[src/rtl/imem_loader_pkg.sv]
// Shared types and frame constants for the instruction-memory loader.
package imem_loader_pkg;

    typedef enum logic [2:0] {
        S_IDLE,
        S_LEN_LO,
        S_LEN_HI,
        S_DATA,
        S_CHECK,
        S_DONE,
        S_ERR
    } state_e;

    localparam int unsigned BYTES_PER_WORD = 4;
    localparam int unsigned LEN_BYTES      = 2;
    localparam int unsigned LANE_W         = $clog2(BYTES_PER_WORD);
    localparam int unsigned LEN_W          = 8 * LEN_BYTES;

endpackage

[src/rtl/imem_loader_if.sv]
// Byte-stream valid/ready link from the host byte source into the loader.
interface imem_loader_if;
    logic       in_valid;
    logic [7:0] in_data;
    logic       in_ready;

    modport master (output in_valid, output in_data, input in_ready);
    modport slave  (input in_valid, input in_data, output in_ready);
endinterface

[src/rtl/imem_word_packer.sv]
// Packs accepted data bytes little-endian into 32-bit words and keeps a running XOR.
module imem_word_packer
    import imem_loader_pkg::*;
(
    input  logic        clk,
    input  logic        rst,
    input  logic        clear_i,
    input  logic        byte_en_i,
    input  logic [7:0]  byte_i,
    output logic        last_byte_o,
    output logic        word_valid_o,
    output logic [31:0] word_o,
    output logic [7:0]  xor_o
);

    logic [LANE_W-1:0] lane_q, lane_d;
    logic [31:0]       acc_q, acc_d;
    logic [31:0]       word_q, word_d;
    logic              valid_q, valid_d;
    logic [7:0]        xor_q, xor_d;
    logic [31:0]       merged;

    // Lane insertion, word completion and running checksum.
    always_comb begin
        merged = acc_q;
        merged[8 * lane_q +: 8] = byte_i;
        last_byte_o = byte_en_i && (lane_q == LANE_W'(BYTES_PER_WORD - 1));
        lane_d  = lane_q;
        acc_d   = acc_q;
        xor_d   = xor_q;
        word_d  = word_q;
        // A word completed in the same cycle as a restart is still written out.
        valid_d = last_byte_o;
        if (last_byte_o) begin
            word_d = merged;
        end
        if (clear_i) begin
            lane_d = '0;
            acc_d  = '0;
            xor_d  = '0;
        end else if (byte_en_i) begin
            lane_d = lane_q + LANE_W'(1);
            acc_d  = last_byte_o ? 32'h0 : merged;
            xor_d  = xor_q ^ byte_i;
        end
    end

    // Packer state registers.
    always_ff @(posedge clk) begin
        if (rst) begin
            lane_q  <= '0;
            acc_q   <= '0;
            word_q  <= '0;
            valid_q <= 1'b0;
            xor_q   <= '0;
        end else begin
            lane_q  <= lane_d;
            acc_q   <= acc_d;
            word_q  <= word_d;
            valid_q <= valid_d;
            xor_q   <= xor_d;
        end
    end

    assign word_valid_o = valid_q;
    assign word_o       = word_q;
    assign xor_o        = xor_q;

endmodule

[src/rtl/imem_loader.sv]
// Frame parser that streams a length-prefixed, XOR-checked image into instruction memory.
module imem_loader
    import imem_loader_pkg::*;
#(
    parameter int unsigned DEPTH  = 64,
    parameter int unsigned ADDR_W = 6
) (
    input  logic              clk,
    input  logic              rst,
    input  logic              load_start,
    imem_loader_if.slave      bus,
    output logic              mem_we,
    output logic [ADDR_W-1:0] mem_addr,
    output logic [31:0]       mem_wdata,
    output logic              cpu_hold,
    output logic              load_done,
    output logic              load_error,
    output logic [15:0]       words_loaded
);

    state_e            state_q, state_d;
    logic [LEN_W-1:0]  len_q, len_d;
    logic [15:0]       words_q, words_d;
    logic [ADDR_W-1:0] addr_q, addr_d;
    logic [LEN_W-1:0]  len_full;
    logic              accept;
    logic              data_en;
    logic              last_byte;
    logic              word_valid;
    logic [7:0]        run_xor;

    imem_word_packer u_packer (
        .clk          (clk),
        .rst          (rst),
        .clear_i      (load_start),
        .byte_en_i    (data_en),
        .byte_i       (bus.in_data),
        .last_byte_o  (last_byte),
        .word_valid_o (word_valid),
        .word_o       (mem_wdata),
        .xor_o        (run_xor)
    );

    // Next-state, length capture and word-index bookkeeping.
    always_comb begin
        state_d  = state_q;
        len_d    = len_q;
        words_d  = words_q;
        addr_d   = addr_q;
        accept   = bus.in_valid && bus.in_ready;
        data_en  = accept && (state_q == S_DATA);
        len_full = {bus.in_data, len_q[7:0]};
        unique case (state_q)
            S_LEN_LO: begin
                if (accept) begin
                    len_d[7:0] = bus.in_data;
                    state_d    = S_LEN_HI;
                end
            end
            S_LEN_HI: begin
                if (accept) begin
                    len_d = len_full;
                    if (32'(len_full) > DEPTH) begin
                        state_d = S_ERR;
                    end else if (len_full == '0) begin
                        state_d = S_CHECK;
                    end else begin
                        state_d = S_DATA;
                    end
                end
            end
            S_DATA: begin
                if (last_byte) begin
                    addr_d  = words_q[ADDR_W-1:0];
                    words_d = words_q + 16'd1;
                    if (words_q == len_q - LEN_W'(1)) begin
                        state_d = S_CHECK;
                    end
                end
            end
            S_CHECK: begin
                if (accept) begin
                    state_d = (bus.in_data == run_xor) ? S_DONE : S_ERR;
                end
            end
            default: ;
        endcase
        if (load_start) begin
            state_d = S_LEN_LO;
            len_d   = '0;
            words_d = '0;
        end
    end

    // Loader state registers.
    always_ff @(posedge clk) begin
        if (rst) begin
            state_q <= S_IDLE;
            len_q   <= '0;
            words_q <= '0;
            addr_q  <= '0;
        end else begin
            state_q <= state_d;
            len_q   <= len_d;
            words_q <= words_d;
            addr_q  <= addr_d;
        end
    end

    // Status and handshake outputs decoded from the registered state only.
    always_comb begin
        bus.in_ready = (state_q == S_LEN_LO) || (state_q == S_LEN_HI) ||
                       (state_q == S_DATA)   || (state_q == S_CHECK);
        cpu_hold     = (state_q != S_IDLE) && (state_q != S_DONE);
        load_done    = (state_q == S_DONE);
        load_error   = (state_q == S_ERR);
        mem_we       = word_valid && (32'(addr_q) < DEPTH);
        mem_addr     = addr_q;
        words_loaded = words_q;
    end

endmodule

[src/flat_wrapper.sv]
// flat-port wrapper written by rule: the top's interface ports become plain ports
module imem_loader_flat import imem_loader_pkg::*;
#(
    parameter int unsigned DEPTH  = 64,
    parameter int unsigned ADDR_W = 6
)
  (clk, rst, load_start, mem_we, mem_addr, mem_wdata, cpu_hold, load_done, load_error, words_loaded, bus_in_valid, bus_in_data, bus_in_ready);
  imem_loader_if bus_i ();
  input  logic clk;
  input  logic rst;
  input  logic load_start;
  output logic mem_we;
  output logic [ADDR_W-1:0] mem_addr;
  output logic [31:0] mem_wdata;
  output logic cpu_hold;
  output logic load_done;
  output logic load_error;
  output logic [15:0] words_loaded;
  input wire logic [$bits(bus_i.in_valid)-1:0] bus_in_valid;
  input wire logic [$bits(bus_i.in_data)-1:0] bus_in_data;
  output wire logic [$bits(bus_i.in_ready)-1:0] bus_in_ready;
  assign bus_i.in_valid = bus_in_valid;
  assign bus_i.in_data = bus_in_data;
  assign bus_in_ready = bus_i.in_ready;
  imem_loader #(.DEPTH(DEPTH), .ADDR_W(ADDR_W)) u_core (.clk(clk), .rst(rst), .load_start(load_start), .bus(bus_i), .mem_we(mem_we), .mem_addr(mem_addr), .mem_wdata(mem_wdata), .cpu_hold(cpu_hold), .load_done(load_done), .load_error(load_error), .words_loaded(words_loaded));
endmodule
[config.mk]
export PLATFORM = sky130hd
export DESIGN_NAME = imem_loader_flat
export DESIGN_NICKNAME = d
export VERILOG_FILES = /design/src/rtl/imem_loader_pkg.sv /design/src/rtl/imem_loader_if.sv /design/src/rtl/imem_word_packer.sv /design/src/rtl/imem_loader.sv /design/src/flat_wrapper.sv
export SDC_FILE = /design/constraint.sdc
export NUM_CORES = 1
export LEC_CHECK = 0
export BUFFER_PORTS_ARGS = -buffer_cell sky130_fd_sc_hd__buf_2
export CORE_MARGIN = 4
export CORE_UTILIZATION = 55
export DETAILED_ROUTE_END_ITERATION = 16
export GPL_TIMING_DRIVEN = 0
export PLACE_DENSITY = 0.84
export SKIP_LAST_GASP = 1
export SLEW_MARGIN = 15
export SYNTH_ARGS = -nofsm -noshare
export SYNTH_HDL_FRONTEND = slang
export SYNTH_HIERARCHICAL = 1
export SYNTH_SLANG_ARGS = --single-unit
[constraint.sdc]
create_clock -name clk -period 5.6 [get_ports clk]
set_input_delay 1.68 -clock clk [delete_from_list [all_inputs] [get_ports clk]]
set_output_delay 1.68 -clock clk [all_outputs]
set_load 0.02 [all_outputs]
==> metrics.md <==
| Metric | Value |
|---|---|
| I/O Buffers | `70` |
| DRC | `0` |
| # H-tree levels | `3` |
| Via density | `roughly 6` |
| Placement Setup Slack | `slightly above 0.7 ns` |
| Status | `finished clean` |
| Most frequent cells in the layout | `dfxtp_1, nor2_1, buf_2` |
| CORE AREA | `8890 sq um` |
| Final Power | `~1.3 mW` |
| Post-synthesis register bit count | `about 110` |
| CP Cell Sequence | `buf_2 > nand2b_1 > nor2_1 > nand2_1 > inv_1 > clkbuf_1 > and4b_1 > and3_1 > nand4_1 > nor2_1 > nand3_1 > xor2_1 > nor2_1` |
| Slew at the pin closest to its max-slew limit | `between 0.6 and 0.7 ns` |
| Crit path max fanout | `12` |
| Clock buffer count from CTS | `9` |
| Leading area contributor after synthesis | `dfxtp_1` |
| Max Cap Violations | `0` |
| Req. time, crit path | `between 5 and 6 ns` |
| Post-cts resize count | `0` |
| Syn Inst Count | `just under 600` |
| Buf+Inv Stages, Crit Path | `3` |
| CTS clk-pin slew, worst paths | `between 0.1 and 0.15 ns` |
| Slew Viols, Final | `0` |
| Worst EP arrival | `about 4.8 ns` |
| Vias in the first global route | `4485` |
| First-pass GRT wire length | `around 22 mm` |
| Syn nets | `between 600 and 700` |
| Initial antenna violation count | `0` |
| Setup_tns | `0 ns` |
| Max Freq | `~0.22 GHz` |
| Commonest non-fill, non-tap cell in the layout | `dfxtp_1` |
| IO Count | `between 70 and 80` |
| Async S/R FF share, synth | `0%` |
| Root buffer cell | `clkbuf_8` |
| GR Util All Layers | `23.4%` |
| Gp weighted congestion | `around 0.9` |
| Maximum root-to-sink buffer count | `2` |
| Crit path max-delay family | `simple AND/OR/NAND/NOR gates` |
| Synth warnings | `6` |
| Die Y | `between 100 and 150 microns` |
| Worst setup EP type | `register` |
| Worst-Skew Late Latency | `between 0.3 and 0.4 ns` |
| Worst setup path class | `in2reg` |
| Startpoint Class | `input port` |
| Setup Buffers After CTS | `0` |
| Final Cycle Share | `80.7%` |
| Library cells used by synthesis | `60` |
| DR iter-0 viols | `around 370` |
| Register area share after synthesis | `between 40% and 50%` |
| HPWL Detailed | `a little over 9 mm` |
| Post-Syn Area | `between 5000 and 6000 sq um` |
| Initial core utilization | `between 50% and 60%` |
| Share of cells above drive strength 1 | `~18%` |
| WHS | `approximately 0.46 ns` |
| Avg Cell Area, Syn | `8.73 sq um` |
| CP most frequent cell | `nor2_1` |
| Max VDD drop | `approximately 0.00014 V` |
| Clock sinks | `between 100 and 150` |
| Top cells by area, synth | `dfxtp_1, nor2_1, xor2_1` |
| Ant diodes | `0` |
| Fin worst setup slack | `~1.1 ns` |
| Hold_buf cts | `0` |
| Unrepaired setup endpoints after global routing | `no` |
| TritonCTS clock tree | `yes` |
| Area grow syn2layout | `12.9%` |
| DIE AREA | `about 11000 sq um` |
| Drt first pass iters | `5` |
| Hold Crit Class | `reg2reg` |
| WL per Instance | `16.4 microns` |
| Final setup viols | `0` |
| Synth top area share | `between 40% and 50%` |
| Post-synth EDFFs | `0` |
| FP Rows | `34` |
| Routed WL | `12.8 mm` |
| Setup Skew | `around 0.013 ns` |
| Pin count of the biggest net entering global routing | `19` |
| Max incr delay on CP | `around 0.50 ns` |
| Slew headroom | `between 50% and 60%` |
| Final Hold Vio Count | `0` |
| Die extent in x | `roughly 100 microns` |
| Period minus WS final | `approximately 4.5 ns` |
| Total grt overflow | `0` |
| Vias | `4700` |
| Crit-path slowest cell | `clkbuf_1` |
| Final ANT Viol Nets | `0` |
| Most common flop cell mapped by yosys | `dfxtp_1` |
| Leak | `2.27 nW` |
| PD cells | `228 nW/um^2` |
| Final #Nets | `688` |
## cell type report
class,instances,area [sq um]
repair buffers,70,350
well taps,108,135
multi-input cells,424,2710
inverters,9,33.8
clock inverters,6,50.0
fillers,732,3110
plain buffers,46,224
clock buffers,9,124
flip-flops and latches,108,2160
## layer usage
metal | share of wire, % | routed length, microns | GRT usage, % | up-vias
met5 | 0 | 0 | 0 | -
met2 | 47 | 6000 | 38.6 | 182
li1 | - | - | - | 2249
met3 | 7.2 | 914 | 3.88 | 15
met4 | 1.3 | 161 | 6.74 | 0
met1 | 45 | 5700 | 31.7 | 2254
## sequential cells by signal, summed over array words and instances (netlist names)
register / flops
u_core/u_packer/lane_q: 2
u_core/u_packer/word_o: 32
u_core/u_packer/word_valid_o: 1
u_core/len_q: 16
u_core/words_loaded: 16
u_core/u_packer/acc_q: 24
u_core/state_q: 3
u_core/mem_addr: 6
u_core/u_packer/xor_o: 8
## metrics by stage
step                area, sq um  instances  utilization (%)
floorplan                  5130        587                -
global placement           5610        765             63.1
detailed placement         5610        765             63.1
CTS                        5790        780             65.1
global route               5790        780             65.1
finish                     5790        780             65.1
## worst paths after layout
path,endpoint,from,depth (start not counted),slack [ns]
max,u_core/words_loaded[13],bus_in_valid,13,1.08
min,u_core/mem_addr[3],u_core/mem_addr[3],2,0.46
max reg2reg,u_core/words_loaded[13],u_core/state_q[0],14,1.65
min reg2reg,u_core/mem_addr[3],u_core/mem_addr[3],2,0.46
## synthesized netlist by cell type (all sizes together), types with 9 or more instances
master  count
a221oi     10
inv         9
nand4      10
clkbuf     23
a21oi      22
buf        23
mux2i      17
nand3      27
a22o       21
nor2       93
dfxtp     108
nand2      35
xnor2      14
nor3       20
xor2       31
o21ai      14
a32oi       9
nand2b     10
## tightest hold or removal path, cell delays in order (launching register included)
cell,delay (ns)
dfxtp_1,0.32
nand2_1,0.05
a21oi_1,0.05
## power breakdown
part	internal (mW)	switching (mW)	leakage, nW
logic	0.0369	0.0688	1.31
clock network	0.165	0.271	0.0876
registers	0.771	0.00345	0.870
## cells by family after synthesis
family | after synthesis | share of synthesized area (%)
compound gates | 109 | 15.6
xor+xnor | 45 | 7.69
fa+ha+maj | 8 | 1.95
buf+inv | 55 | 5.03
flops | 108 | 42.2
mux | 17 | 3.32
simple gates | 245 | 24.2
Power figures use the tool's default switching activity.
